`config.mk`:
```
export PLATFORM = sky130hd
export DESIGN_NAME = if_stage
export DESIGN_NICKNAME = d
export VERILOG_FILES = /design/src/rtl/if_stage.sv
export SDC_FILE = /design/constraint.sdc
export NUM_CORES = 1
export LEC_CHECK = 0
export ABC_AREA = 1
export ABC_CLOCK_PERIOD_IN_PS = 1300
export BUFFER_PORTS_ARGS = -buffer_cell sky130_fd_sc_hd__buf_4
export CORE_MARGIN = 3
export CORE_UTILIZATION = 42
export CTS_BUF_LIST = sky130_fd_sc_hd__clkbuf_2 sky130_fd_sc_hd__clkbuf_4 sky130_fd_sc_hd__clkbuf_8
export CTS_CLUSTER_DIAMETER = 60
export DETAILED_ROUTE_END_ITERATION = 12
export PLACE_DENSITY = 0.86
export REMOVE_ABC_BUFFERS = 1
export SYNTH_ARGS = -nofsm -noshare
export SYNTH_HDL_FRONTEND = slang
export SYNTH_SLANG_ARGS = --single-unit
```
`constraint.sdc`:
```
create_clock -name clk -period 1.3 [get_ports clk]
set_input_delay 0.26 -clock clk [delete_from_list [all_inputs] [get_ports clk]]
set_output_delay 0.26 -clock clk [all_outputs]
set_load 0.01 [all_outputs]
```
`src/rtl/if_stage.sv`:
```
// ----------------------------------------------------------------------------
// if_stage : instruction-fetch stage of the 5-stage RISC-V pipeline.
//
// Owns the PC register and the IF/ID pipeline register. Drives the
// instruction-memory address straight from the PC register. Takes branch
// redirects from EX and stalls from the hazard unit.
//
// Update priority on each rising edge:
//   reset > redirect (PcSel) > stall > imem wait (!imem_ready) > fetch
//
// Ports:
//   clk           pipeline clock, rising-edge active
//   reset         synchronous, active-high reset
//   stall         hold PC and IF/ID
//   PcSel         redirect fetch to BrPC (taken branch/jump in EX)
//   BrPC[31:0]    redirect target byte address (bits above PC_W ignored)
//   imem_ready    instruction memory data valid for imem_addr this cycle
//   imem_rdata    instruction word at imem_addr
//   imem_addr     byte address to instruction memory (= PC register)
//   ifid_pc       PC of the instruction held in IF/ID
//   ifid_instr    instruction held in IF/ID (NOP_INSTR on bubbles/flushes)
//   ifid_valid    IF/ID holds a real instruction
//   flush_out     combinational copy of PcSel, squashes ID/EX
//   redirect_cnt  saturating count of taken redirects
//   bubble_cnt    saturating count of imem-wait bubbles
//
// Build option:
//   IF_STAGE_PERF_CNT_EN  when defined, redirect_cnt/bubble_cnt are live
//                         16-bit saturating counters cleared on reset.
//                         When undefined, both ports are tied to zero and
//                         no counter flops exist.
// ----------------------------------------------------------------------------
module if_stage #(
    parameter int          PC_W      = 9,
    parameter logic [31:0] NOP_INSTR = 32'h00000013
) (
    input  logic            clk,
    input  logic            reset,
    input  logic            stall,
    input  logic            PcSel,
    input  logic [31:0]     BrPC,
    input  logic            imem_ready,
    input  logic [31:0]     imem_rdata,
    output logic [PC_W-1:0] imem_addr,
    output logic [PC_W-1:0] ifid_pc,
    output logic [31:0]     ifid_instr,
    output logic            ifid_valid,
    output logic            flush_out,
    output logic [15:0]     redirect_cnt,
    output logic [15:0]     bubble_cnt
);

    logic [PC_W-1:0] pc_r;
    logic [PC_W-1:0] ifid_pc_r;
    logic [31:0]     ifid_instr_r;
    logic            ifid_valid_r;

    logic [PC_W-1:0] pc_next_s;
    logic [PC_W-1:0] ifid_pc_next_s;
    logic [31:0]     ifid_instr_next_s;
    logic            ifid_valid_next_s;

    // Only BrPC[PC_W-1:2] forms the target; the rest is deliberately dropped.
    logic            unused_brpc_s;
    assign unused_brpc_s = ^{BrPC[31:PC_W], BrPC[1:0]};

    // Next-state selection for PC and IF/ID by redirect > stall > wait > fetch.
    always_comb begin
        pc_next_s         = pc_r;
        ifid_pc_next_s    = ifid_pc_r;
        ifid_instr_next_s = ifid_instr_r;
        ifid_valid_next_s = ifid_valid_r;
        if (PcSel) begin
            // Word-align the target; the flushed slot carries no PC.
            pc_next_s         = {BrPC[PC_W-1:2], 2'b00};
            ifid_pc_next_s    = {PC_W{1'b0}};
            ifid_instr_next_s = NOP_INSTR;
            ifid_valid_next_s = 1'b0;
        end else if (stall) begin
            pc_next_s         = pc_r;
            ifid_pc_next_s    = ifid_pc_r;
            ifid_instr_next_s = ifid_instr_r;
            ifid_valid_next_s = ifid_valid_r;
        end else if (!imem_ready) begin
            // Bubble tagged with the PC being waited on; PC holds for retry.
            pc_next_s         = pc_r;
            ifid_pc_next_s    = pc_r;
            ifid_instr_next_s = NOP_INSTR;
            ifid_valid_next_s = 1'b0;
        end else begin
            // Wraps modulo 2^PC_W by plain truncation.
            pc_next_s         = pc_r + PC_W'(4);
            ifid_pc_next_s    = pc_r;
            ifid_instr_next_s = imem_rdata;
            ifid_valid_next_s = 1'b1;
        end
    end

    // PC and IF/ID registers with synchronous reset.
    always_ff @(posedge clk) begin
        if (reset) begin
            pc_r         <= {PC_W{1'b0}};
            ifid_pc_r    <= {PC_W{1'b0}};
            ifid_instr_r <= NOP_INSTR;
            ifid_valid_r <= 1'b0;
        end else begin
            pc_r         <= pc_next_s;
            ifid_pc_r    <= ifid_pc_next_s;
            ifid_instr_r <= ifid_instr_next_s;
            ifid_valid_r <= ifid_valid_next_s;
        end
    end

    assign imem_addr  = pc_r;
    assign ifid_pc    = ifid_pc_r;
    assign ifid_instr = ifid_instr_r;
    assign ifid_valid = ifid_valid_r;
    assign flush_out  = PcSel;

`ifdef IF_STAGE_PERF_CNT_EN
    logic [15:0] redirect_cnt_r;
    logic [15:0] bubble_cnt_r;
    logic        redirect_ev_s;
    logic        bubble_ev_s;

    assign redirect_ev_s = PcSel;
    assign bubble_ev_s   = ~PcSel & ~stall & ~imem_ready;

    // Saturating event counters; reset wins over any same-cycle event.
    always_ff @(posedge clk) begin
        if (reset) begin
            redirect_cnt_r <= 16'h0000;
            bubble_cnt_r   <= 16'h0000;
        end else begin
            if (redirect_ev_s && (redirect_cnt_r != 16'hFFFF)) begin
                redirect_cnt_r <= redirect_cnt_r + 16'h0001;
            end else begin
                redirect_cnt_r <= redirect_cnt_r;
            end
            if (bubble_ev_s && (bubble_cnt_r != 16'hFFFF)) begin
                bubble_cnt_r <= bubble_cnt_r + 16'h0001;
            end else begin
                bubble_cnt_r <= bubble_cnt_r;
            end
        end
    end

    assign redirect_cnt = redirect_cnt_r;
    assign bubble_cnt   = bubble_cnt_r;
`else
    assign redirect_cnt = 16'h0000;
    assign bubble_cnt   = 16'h0000;
`endif

endmodule
```
Word-level counts from Yosys, hierarchy flattened:

Index checks and enable logic that the tools add are counted.

* add/subtract/negate cells: 1
* eq/ne operators: 1
* muxes and demuxes: 5
* bitwise logic cells: 1
* reductions and logical operators: 4

Operator list (number)
* $mux W32: 1
* $mux W9: 3
* $add A9 B3 Y9 const B: 1
* $reduce_and A2 Y1: 2
* $ne A2 B1 Y1 const B: 1
* $reduce_bool A2 Y1: 1
* $reduce_or A2 Y1: 1
* $mux W1: 1
* $not A1 Y1: 1

* register bits: 51
* output and inout bits: 84
* word-level logic and storage cells: 17

Logic depth before layout (Yosys ltp):

* depth in word-level cells: 4
* gate-level depth with buffers: 9
* mapped depth without buffers: 8

Worst setup path after synthesis:

Ideal clock, no wire load.

* kind: flip-flop to flip-flop
* start: register pc_r[3] (netlist: imem_addr[3])
* end: register pc_r[6] (netlist: imem_addr[6])
* library setup time: 109 ps
* data arrival time: 1070 ps
* data required time: 1191 ps
* path slack: 121 ps
* stages on the path, launching flop included: 9
* path through: dfxtp_1 > ha_1 > nand2_1 > inv_1 > nand3_1 > nand2_1 > nand3_1 > nand2_1 > inv_1

* cells in the longest elaborated chain, start to end: 4

RTL lines
* start: declaration: line 53 `logic [PC_W-1:0] pc_r;`
* start signal: assignment: line 102 `pc_r <= {PC_W{1'b0}};`
* start signal: assignment: line 107 `pc_r <= pc_next_s;`
* $add A9 B3 Y9: line 92 `pc_next_s = pc_r + PC_W'(4);`
* $mux W9: line 84 `end else if (!imem_ready) begin`
* $mux W9: line 79 `end else if (stall) begin`
* $mux W9: line 73 `if (PcSel) begin`

No other way between the ends. The select of a mux whose other input is x is not followed.
A chain may end at the register's enable or synchronous reset.

Worst setup path after layout:

* start: register pc_r[5] (netlist: imem_addr[5])
* end: output imem_addr[5]

RTL lines
* end: declaration: line 44 `output logic [PC_W-1:0] imem_addr,`

No word-level cell between the ends.

==> flow_metrics.tcl <==
set metrics [dict create \
    vias 1919 \
    crit_path_end_kind "output port" \
    ctsHoldBuffers 0 \
    clock_latency_ns 0.29 \
    avgRoutedWirePerCell_um 10.97 \
    crit_arrival_ns 0.95 \
    grt_pass1_vias 1764 \
    die_y_um 77.40 \
    grt_max_degree 34 \
    cp_slowest_cell "dfxtp_1" \
    cts_setup_buffers 0 \
    worstMarginPinSlew_ns 0.5244 \
    hold_ws_ns 0.1884 \
    numPortBuffers 91 \
    netlist_top_cells_area "dfxtp_1 (44%), nand2_1 (15%), buf_4 (14%), a21oi_1 (9.1%), inv_1 (1.9%)" \
    htreeDepth 2 \
    synth.most_common_cell "nand2_1" \
    die_w_um 77.40 \
    path_buf_inv 1 \
    cp_max_fo 7 \
    drtIter0Drc 42 \
    fin_crit_sh_pct 93.31 \
    peakVddDrop_uv 459.2 \
    post_drt_via_cell_ratio 4.452 \
    setup_viol 0 \
    finalSetupTns_ns 0 \
    fp-row-count 25 \
    cap_violations 0 \
    cts_tree "done" \
    fillers 453 \
    relSlewSlack_pct 64.99 \
    multi_input_area_um2 899.6 \
    grt_pass1_wl_um 7610 \
    powerDensity_nw_per_um2 1002 \
    gp_congestion 0.8722 \
    antenna_found_initial 0 \
    cts_made_buffers 5 \
    drt_wl_total_um 4729 \
    postSynth.asyncResetShare_pct 0 \
    synth-edff-count 0 \
    mappedNetlistArea_um2 2141 \
    path_cells "buf_4" \
    first_pass_iters 4 \
    die-area_um2 5990 \
    cts_sinks 47 \
    final_max_slew_viol_count 0 \
    critPathMaxStageDelay_ns 0.48 \
    fin_nets 433 \
    yosysTopAreaCell "dfxtp_1" \
    rsz0062_at_grt "false" \
    synth_seq_cells 47 \
    synthCells 276 \
    crit_family "flip-flops" \
    fin_util_pct 58.03 \
    synth_top_area_share_pct 43.95 \
    synth_commonest_cells "nand2_1 (85), dfxtp_1 (47), buf_4 (40), a21oi_1 (39), inv_1 (11)" \
    initial_core_util_pct 44.44 \
    grt_overflow 0 \
    outcome "complete, no violations" \
    fin_crit_ns 1.213 \
    leakage_nw 1.291 \
    core-area_um2 4817 \
    ys_types 27 \
    fmax_mhz 824.4 \
    yosysSeqAreaShare_pct 43.95 \
    drc_errors 0 \
    holdCritPathClass "input pin to flip-flop" \
    io_pins 153 \
    hold_viol 0 \
    path_class "flip-flop to output port" \
    yosysWarnings 0 \
    fin_worst_skew_ns 0.002265 \
    clkTransAtPathRegs_ns 0.08 \
    postRouteAntennaNets 0 \
    syn_avg_cell_area_um2 7.757 \
    start_kind "flip-flop" \
    cts_resized 0 \
    required_ns 1.04 \
    clk_root_buffer_cell "clkbuf_8" \
    hpwl_um 3642 \
    synthToLayoutAreaGrowth_pct 30.57 \
    drive_gt1_share_pct 30.77 \
    seq_area_um2 940.9 \
    ys.flop_type "dfxtp_1" \
    diodes 0 \
    track_usage_pct 15.54 \
    clockBufferDepth 2 \
]
-- path summary, 6_finish.rpt --
kind	from	to	slack (ns)	cells after the start
max	imem_addr[5]	imem_addr[5]	0.09	1
min	imem_rdata[0]	ifid_instr[0]	0.19	3
max reg2reg	imem_addr[2]	imem_addr[6]	0.15	8
min reg2reg	ifid_instr[24]	ifid_instr[24]	0.46	2
-- per-layer routing --
layer	wire length (um)	GRT usage [%]	vias up	share of wire (%)
met5	0	0	-	0
met4	18	4.270	0	0.38
met3	420	5.800	2	8.9
met2	2285	27.89	91	48
met1	2004	17.11	846	42
li1	-	-	980	-
-- sequential cells by signal, indices dropped and copies added, names as in the netlist --
name        count
ifid_instr     32
ifid_pc         7
imem_addr       7
ifid_valid      1
-- area by class of cell --
type | count | area share [%]
sequential | 47 | 33.66
multi-input combinational | 199 | 32.18
timing repair buffer | 95 | 25.51
clock buffer | 7 | 2.999
tap | 67 | 2.999
inverter | 15 | 2.462
clock inverter | 1 | 0.1791
-- cell families after synthesis --
logic type	share of synthesized area [%]
AOI/OAI and AO/OA	13.44
adders and majority gates	0.5844
buffers and inverters	20.16
DFF	43.95
other	0.1752
and+or+nand+nor	21.68
-- cells in the final DEF, fill, tap and decap left out --
cell type / count
ha_1: 1
inv_8: 1
clkbuf_8: 5
conb_1: 36
inv_2: 2
clkbuf_4: 2
inv_1: 11
nor2_1: 8
clkinv_2: 1
nand2_2: 1
inv_6: 1
nor2_4: 1
nand2_1: 85
nor2_8: 1
o22ai_1: 3
nor3_1: 1
o21ai_0: 5
a21oi_1: 39
nand2_8: 1
buf_4: 95
nand4_2: 1
a31oi_1: 3
o21ai_1: 3
dfxtp_1: 47
o21bai_1: 2
nand3_1: 8
-- report_power, final --
group          total, mW  switching, mW  internal [mW]
Combinational      0.426          0.237          0.190
Sequential          1.51         0.0309           1.48
Clock              0.865          0.446          0.420
-- per-stage QoR --
| step | cells | worst slack (ns) | area, um2 | power, mW |
|---|---|---|---|---|
| floorplan | 261 | 0.1213 | 1909 | 1.730 |
| global placement | 423 | 0.1066 | 2706 | 1.964 |
| detailed placement | 423 | 0.07279 | 2706 | 1.972 |
| CTS | 431 | 0.08303 | 2795 | 2.834 |
| global route | 431 | 0.01240 | 2795 | 2.939 |
| finish | 431 | 0.08696 | 2795 | 2.802 |
-- worst register-to-register path: cells and delay by family (launching register included) --
family | cells | cell delay [ns]
fa+ha+maj | 1 | 0.20
buf+inv | 2 | 0.17
flops | 1 | 0.34
simple gates | 5 | 0.36
Note: power is estimated with default switching activity, not from simulation.
